`src/rtl/gap_row_serializer.sv`:
```
// Purpose: buffers wide reconstructed-row writes in a DEPTH-row FIFO and replays them one pixel per beat with a linear address.
// Latency: a row pushed into an empty FIFO is presented (idx 0) right after its push edge; one pixel per cycle after that.
// Backpressure: px_ready stalls the stream; the write side cannot stall, so a write into a full FIFO with no concurrent pop is dropped and overflow sets.
module gap_row_serializer #(
    parameter int PORT_SIZE = 32,
    parameter int PIX_W     = 16,
    parameter int ADDR_W    = 8,
    parameter int DEPTH     = 4,
    localparam int IDX_W    = $clog2(PORT_SIZE),
    localparam int PTR_W    = $clog2(DEPTH),
    localparam int CNT_W    = PTR_W + 1
) (
    input  logic                       clk,
    input  logic                       rst_n,
    input  logic                       wen,
    input  logic [ADDR_W-1:0]          waddr,
    input  logic [PORT_SIZE*PIX_W-1:0] dout,
    output logic                       px_valid,
    input  logic                       px_ready,
    output logic [PIX_W-1:0]           px_data,
    output logic [ADDR_W+IDX_W-1:0]    px_addr,
    output logic                       px_last,
    output logic [CNT_W-1:0]           row_count,
    output logic                       overflow,
    input  logic                       ovf_clr
);

    typedef struct packed {
        logic [ADDR_W-1:0]                 addr;
        logic [PORT_SIZE-1:0][PIX_W-1:0]   pix;
    } row_t;

    row_t             mem [DEPTH];
    row_t             head;
    logic [PTR_W-1:0] wr_ptr;
    logic [PTR_W-1:0] rd_ptr;
    logic [IDX_W-1:0] idx;
    logic             xfer;
    logic             pop;
    logic             full;
    logic             push;
    logic             drop;

    assign head     = mem[rd_ptr];
    assign px_valid = (row_count != '0);
    assign px_last  = px_valid && (idx == IDX_W'(PORT_SIZE - 1));
    assign px_data  = px_valid ? head.pix[idx] : '0;
    assign px_addr  = px_valid ? {head.addr, idx} : '0;

    // Pop is folded into the full check so a full FIFO still accepts on its draining edge.
    assign xfer = px_valid && px_ready;
    assign pop  = xfer && px_last;
    assign full = (row_count == CNT_W'(DEPTH));
    assign push = wen && (!full || pop);
    assign drop = wen && full && !pop;

    always_ff @(posedge clk) begin
        if (push) begin
            mem[wr_ptr].addr <= waddr;
            mem[wr_ptr].pix  <= dout;
        end
    end

    always_ff @(posedge clk or negedge rst_n) begin
        if (!rst_n) begin
            wr_ptr    <= '0;
            rd_ptr    <= '0;
            idx       <= '0;
            row_count <= '0;
            overflow  <= 1'b0;
        end else begin
            if (push) begin
                wr_ptr <= wr_ptr + 1'b1;
            end
            if (pop) begin
                rd_ptr <= rd_ptr + 1'b1;
                idx    <= '0;
            end else if (xfer) begin
                idx <= idx + 1'b1;
            end
            case ({push, pop})
                2'b10:   row_count <= row_count + 1'b1;
                2'b01:   row_count <= row_count - 1'b1;
                default: row_count <= row_count;
            endcase
            if (drop) begin
                overflow <= 1'b1;
            end else if (ovf_clr) begin
                overflow <= 1'b0;
            end
        end
    end

endmodule
```
`config.mk`:
```
export PLATFORM = sky130hd
export DESIGN_NAME = gap_row_serializer
export DESIGN_NICKNAME = d
export VERILOG_FILES = /design/src/rtl/gap_row_serializer.sv
export SDC_FILE = /design/constraint.sdc
export NUM_CORES = 2
export LEC_CHECK = 0
export ABC_AREA = 0
export ABC_CLOCK_PERIOD_IN_PS = 17300
export CORE_MARGIN = 1
export CORE_UTILIZATION = 50
export DETAILED_ROUTE_END_ITERATION = 8
export DONT_BUFFER_PORTS = 1
export SLEW_MARGIN = 20
export SYNTH_ARGS = -nofsm -noshare
export SYNTH_HDL_FRONTEND = slang
export SYNTH_SLANG_ARGS = --single-unit
```
`constraint.sdc`:
```
create_clock -name clk -period 17.3 [get_ports clk]
set_clock_uncertainty 0.2 [all_clocks]
set_input_delay 3.46 -clock clk [delete_from_list [all_inputs] [get_ports clk]]
set_output_delay 3.46 -clock clk [all_outputs]
set_load 0.02 [all_outputs]
```
; ---- Word-level counts from Yosys, hierarchy flattened
; Memories as Yosys holds them, arrays and structs flattened.
; Cells that the tools add are included.
[word_totals]
reg_bits = 13
ramBits = 2080
out_inout_bits = 35
mem_count = 1
[memory_table]
columns = memory, words, word_bits, read_ports, rd_clocked_by_memory_dff, write_ports, line_no
row1 = mem, 4, 520, 1, 0, 1, 33  ; row_t mem [DEPTH];
[op_classes]
addsub = 5
order_cmp = 1
n_eq_ne = 4
muxes = 11
n_reduce_logical = 13
[ops]
columns = operator, count
row1 = $bmux 16 s5, 1
row2 = $mux 16, 2
row3 = $mux 13, 1
row4 = $mux 5, 2
row5 = $logic_and 1x1->1, 6
row6 = $lt 5x6->1 const B, 1
row7 = $pmux 3 s2, 1
row8 = $reduce_bool 2->1, 3
row9 = $add 5x1->5 const B, 1
row10 = $eq 5x5->1 const B, 1
row11 = $add 2x1->2 const B, 2
row12 = $mux 1, 4
row13 = $add 3x1->3 const B, 1
row14 = $eq 3x3->1 const B, 1
row15 = $reduce_bool 3->1, 1
row16 = $sub 3x1->3 const B, 1
row17 = $eq 2x1->1 const B, 1
row18 = $eq 2x2->1 const B, 1
row19 = $logic_not 1->1, 2
row20 = $logic_or 1x1->1, 1

; ---- Logic depth before layout (Yosys ltp)
[logic_depth]
word_depth = 7
depth_mapped = 17
mapped_depth_nobuf = 13

; ---- Worst setup path after synthesis
; No wires, ideal clock.
[synth_timing]
path_kind = input to register
from = input px_ready
to = memory mem[0][0] (netlist name) (enable)
setup_time_ns = 0.958
arrival_time_ns = 15.484
required_time_ns = 16.142
slack_ns = 0.658
cell_stages = 3
n_path_buf = 0
cell_sequence = a211oi_1 nand2_1 and3_1
[synth_between]
elab_chain_cells = 6
[synth_lines]
columns = element, line_no
row1 = from (decl), 19  ; input logic px_ready,
row2 = $logic_and 1x1->1, 51  ; assign xfer = px_valid && px_ready;
row3 = $logic_and 1x1->1, 52  ; assign pop = xfer && px_last;
row4 = $logic_or 1x1->1, 54  ; assign push = wen && (!full || pop);
row5 = $logic_and 1x1->1, 54
row6 = $mux 1, 58  ; if (push) begin
row7 = $mux 1 (implied by the code), 60  ; mem[wr_ptr].pix <= dout;
row8 = to (decl), 33
; Every way passes these cells.

; ---- Final worst setup path
[layout_timing]
from = register rd_ptr[1]
to = output px_data[15]
[layout_between]
elab_chain_cells = 4
[layout_lines]
columns = element, line_no
row1 = from (decl), 36  ; logic [PTR_W-1:0] rd_ptr;
row2 = from (signal assigned), 76  ; rd_ptr <= rd_ptr + 1'b1;
row3 = $mem_v2 4x520, --
row4 = $bmux 16 s5, 47  ; assign px_data = px_valid ? head.pix[idx] : '0;
row5 = $mux 16 (implied by the code), 47
row6 = $mux 16, 47
row7 = to (decl), 20  ; output logic [PIX_W-1:0] px_data,
; Every way passes these cells. The select of a mux whose other input is x is not followed.

==> impl_metrics.tcl <==
set metrics [dict create \
    cp-start-kind "flip-flop" \
    postCtsHoldBufs 0 \
    synth_top_area_share_pct 77.58 \
    crit_type "reg -> out" \
    fp.dieArea_um2 162600 \
    multi_input_area_um2 16520 \
    min_period_ns 9.595 \
    postRouteAntennaNets 0 \
    first_global_vias 38715 \
    syn_to_final_growth_pct 11.51 \
    post-route-period-util_pct 55.46 \
    p_total_mw 14.86 \
    grt_overflow_total 0 \
    synthesis.nets 4096 \
    htree_num_levels 4 \
    outcome "complete, no violations" \
    syn_inst 3563 \
    cts_sinks 2093 \
    num-nets-final 4184 \
    worstPathArrival_ns 5.93 \
    tightestPinTransition_ns 1.126 \
    drt_first_iter_violations 3243 \
    maxCapViolations 0 \
    wirelength_um 204400 \
    reg2reg_slack_ns 10.16 \
    critPathRequiredTime_ns 13.64 \
    fmax_mhz 104.2 \
    drive_above_1_share_pct 22.70 \
    synth_largest_area_cell "edfxtp_1" \
    grt_usage_pct 25.33 \
    core-area_um2 159100 \
    finalSetupTns_ns 0 \
    cts_resized 0 \
    syn_area_per_cell_um2 22.60 \
    row_count 146 \
    dp_slack_ns 8.483 \
    cts-buffers-inserted 207 \
    grt_pass1_wl_um 286800 \
    hold_slack_ns 0.4633 \
    synth_common_cells "2080 x edfxtp_1, 443 x mux4_2, 183 x mux2i_1" \
    ys_top_cells_by_area "edfxtp_1 78%, mux4_2 12%, mux2i_1 2.3%, mux4_1 0.88%, a221oi_1 0.79%" \
    postCtsSetupBuffers 0 \
    cts_max_path_buffers 3 \
    r2r_cells 10 \
    hold_path_class "reg -> reg" \
    ir_worst_vdd_mv 0.1139 \
    seq_area_um2 62800 \
    hold_violations 0 \
    clkSlewWorstSetupHoldPaths_ns 0.06 \
    cp-end-kind "output port" \
    gp_congestion 0.8000 \
    synth_cell_type_count 65 \
    async_flop_share_pct 0.6211 \
    finalInstanceArea_um2 89780 \
    cts_root_buf "clkbuf_16" \
    synth_warnings 0 \
    drtPass1Iterations 7 \
    die_h_um 403.3 \
    cellPowerDensity_nw_per_um2 165.5 \
    setup_slack_ns 7.705 \
    clk_latency_ns 0.83 \
    remaining_drc_errors 0 \
    cts_tree "yes" \
    synth-main-ff-cell "edfxtp_1" \
    synth_seq_cells 2093 \
    hold_depth 2 \
    initial_utilization_pct 50.60 \
    antenna_found_initial 33 \
    grt_max_degree 157 \
    place_area_um2 82710 \
    pin_count 560 \
    num_vias 36883 \
    setup_viol 0 \
    slew-limit-headroom_pct 24.79 \
    ys_seq_area_share_pct 77.98 \
    power_leakage_nw 27.23 \
    io_buffers 0 \
    syn_area_um2 80510 \
    chipWidth_um 403.3 \
    synth_edf_count 2080 \
    dp_hpwl_um 132100 \
    drt-wirelength-per-cell_um 34.13 \
    slew_violations 0 \
    cp_max_fo 121 \
    fillers 11526 \
    rsz0062_at_grt "false" \
    viasPerCell 6.157 \
    synth_most_common_cell "edfxtp_1" \
]
[through the flow]
stage,util [%],instances
detailed placement,51.98,5585
global route,56.41,5979
floorplan,-,3563
CTS,56.35,5975
finish,56.43,5990
global placement,51.95,5583
[routing by layer]
metal / vias to the layer above / track usage (%) / routed length [um]
met3: 270 / 10.94 / 23880
met2: 1415 / 42.21 / 102900
met5: - / 0 / 204
li1: 15446 / - / -
met1: 19722 / 30.08 / 72520
met4: 30 / 6.771 / 4893
[state kept, by name (all words and copies together) (netlist names)]
register	flops
idx	5
overflow	1
mem	2080
rd_ptr	2
wr_ptr	2
row_count	3
[critical path: stages (launching register included)]
cell	delay (ns)
dfrtp_4	0.70
buf_4	0.79
buf_12	0.63
buf_4	0.88
mux4_2	0.41
or2_0	0.22
a21o_1	0.18
o311a_1	0.12
nor4_1	0.47
nand3_1	0.45
[logic make-up (layout without fill, tap and decap cells)]
logic type / after synthesis / after routing / synth area share (%)
compound gates: 329 / 329 / 2.940
xor+xnor: 6 / 6 / 0.06528
fa+ha+maj: 8 / 8 / 0.1336
buf+inv: 208 / 477 / 1.618
flops: 2093 / 2093 / 77.98
mux: 668 / 668 / 15.76
other cells: 0 / 12 / 0
simple gates: 251 / 251 / 1.503
[final timing paths]
path | from | to
setup reg to reg | idx[0] | mem[2][161]
min in group asynchronous | rst_n | row_count[1]
hold reg to reg | wr_ptr[0] | wr_ptr[0]
max in group asynchronous | rst_n | idx[2]
setup / recovery | rd_ptr[1] | px_data[15]
hold / removal | wr_ptr[0] | wr_ptr[0]
[report_power, final]
| part | internal, mW | switching, mW | leakage (nW) |
|---|---|---|---|
| clock | 2.65 | 1.89 | 3.38 |
| sequential | 6.69 | 0.272 | 19.2 |
| combinational | 1.14 | 2.23 | 4.65 |
| total | 10.5 | 4.39 | 27.2 |
[layout make-up]
class | count | share of cell area, %
Clock buffer | 252 | 6.005
Timing Repair Buffer | 74 | 0.8236
Inverter | 13 | 0.06271
Multi-Input combinational cell | 1262 | 18.40
Clock inverter | 138 | 1.735
Sequential cell | 2093 | 69.95
Antenna cell | 12 | 0.03345
Tap cell | 2146 | 2.991
[placed cells by master (no fill, tap or decap), types with 44 or more instances in the layout]
master	count
o21ai_0	56
nand2_1	82
a221oi_1	73
nor2_1	44
buf_4	59
edfxtp_1	2080
a21oi_1	46
a22oi_1	72
clkbuf_16	209
mux4_2	443
mux2i_1	183
Note: power is estimated with default switching activity, not from simulation.
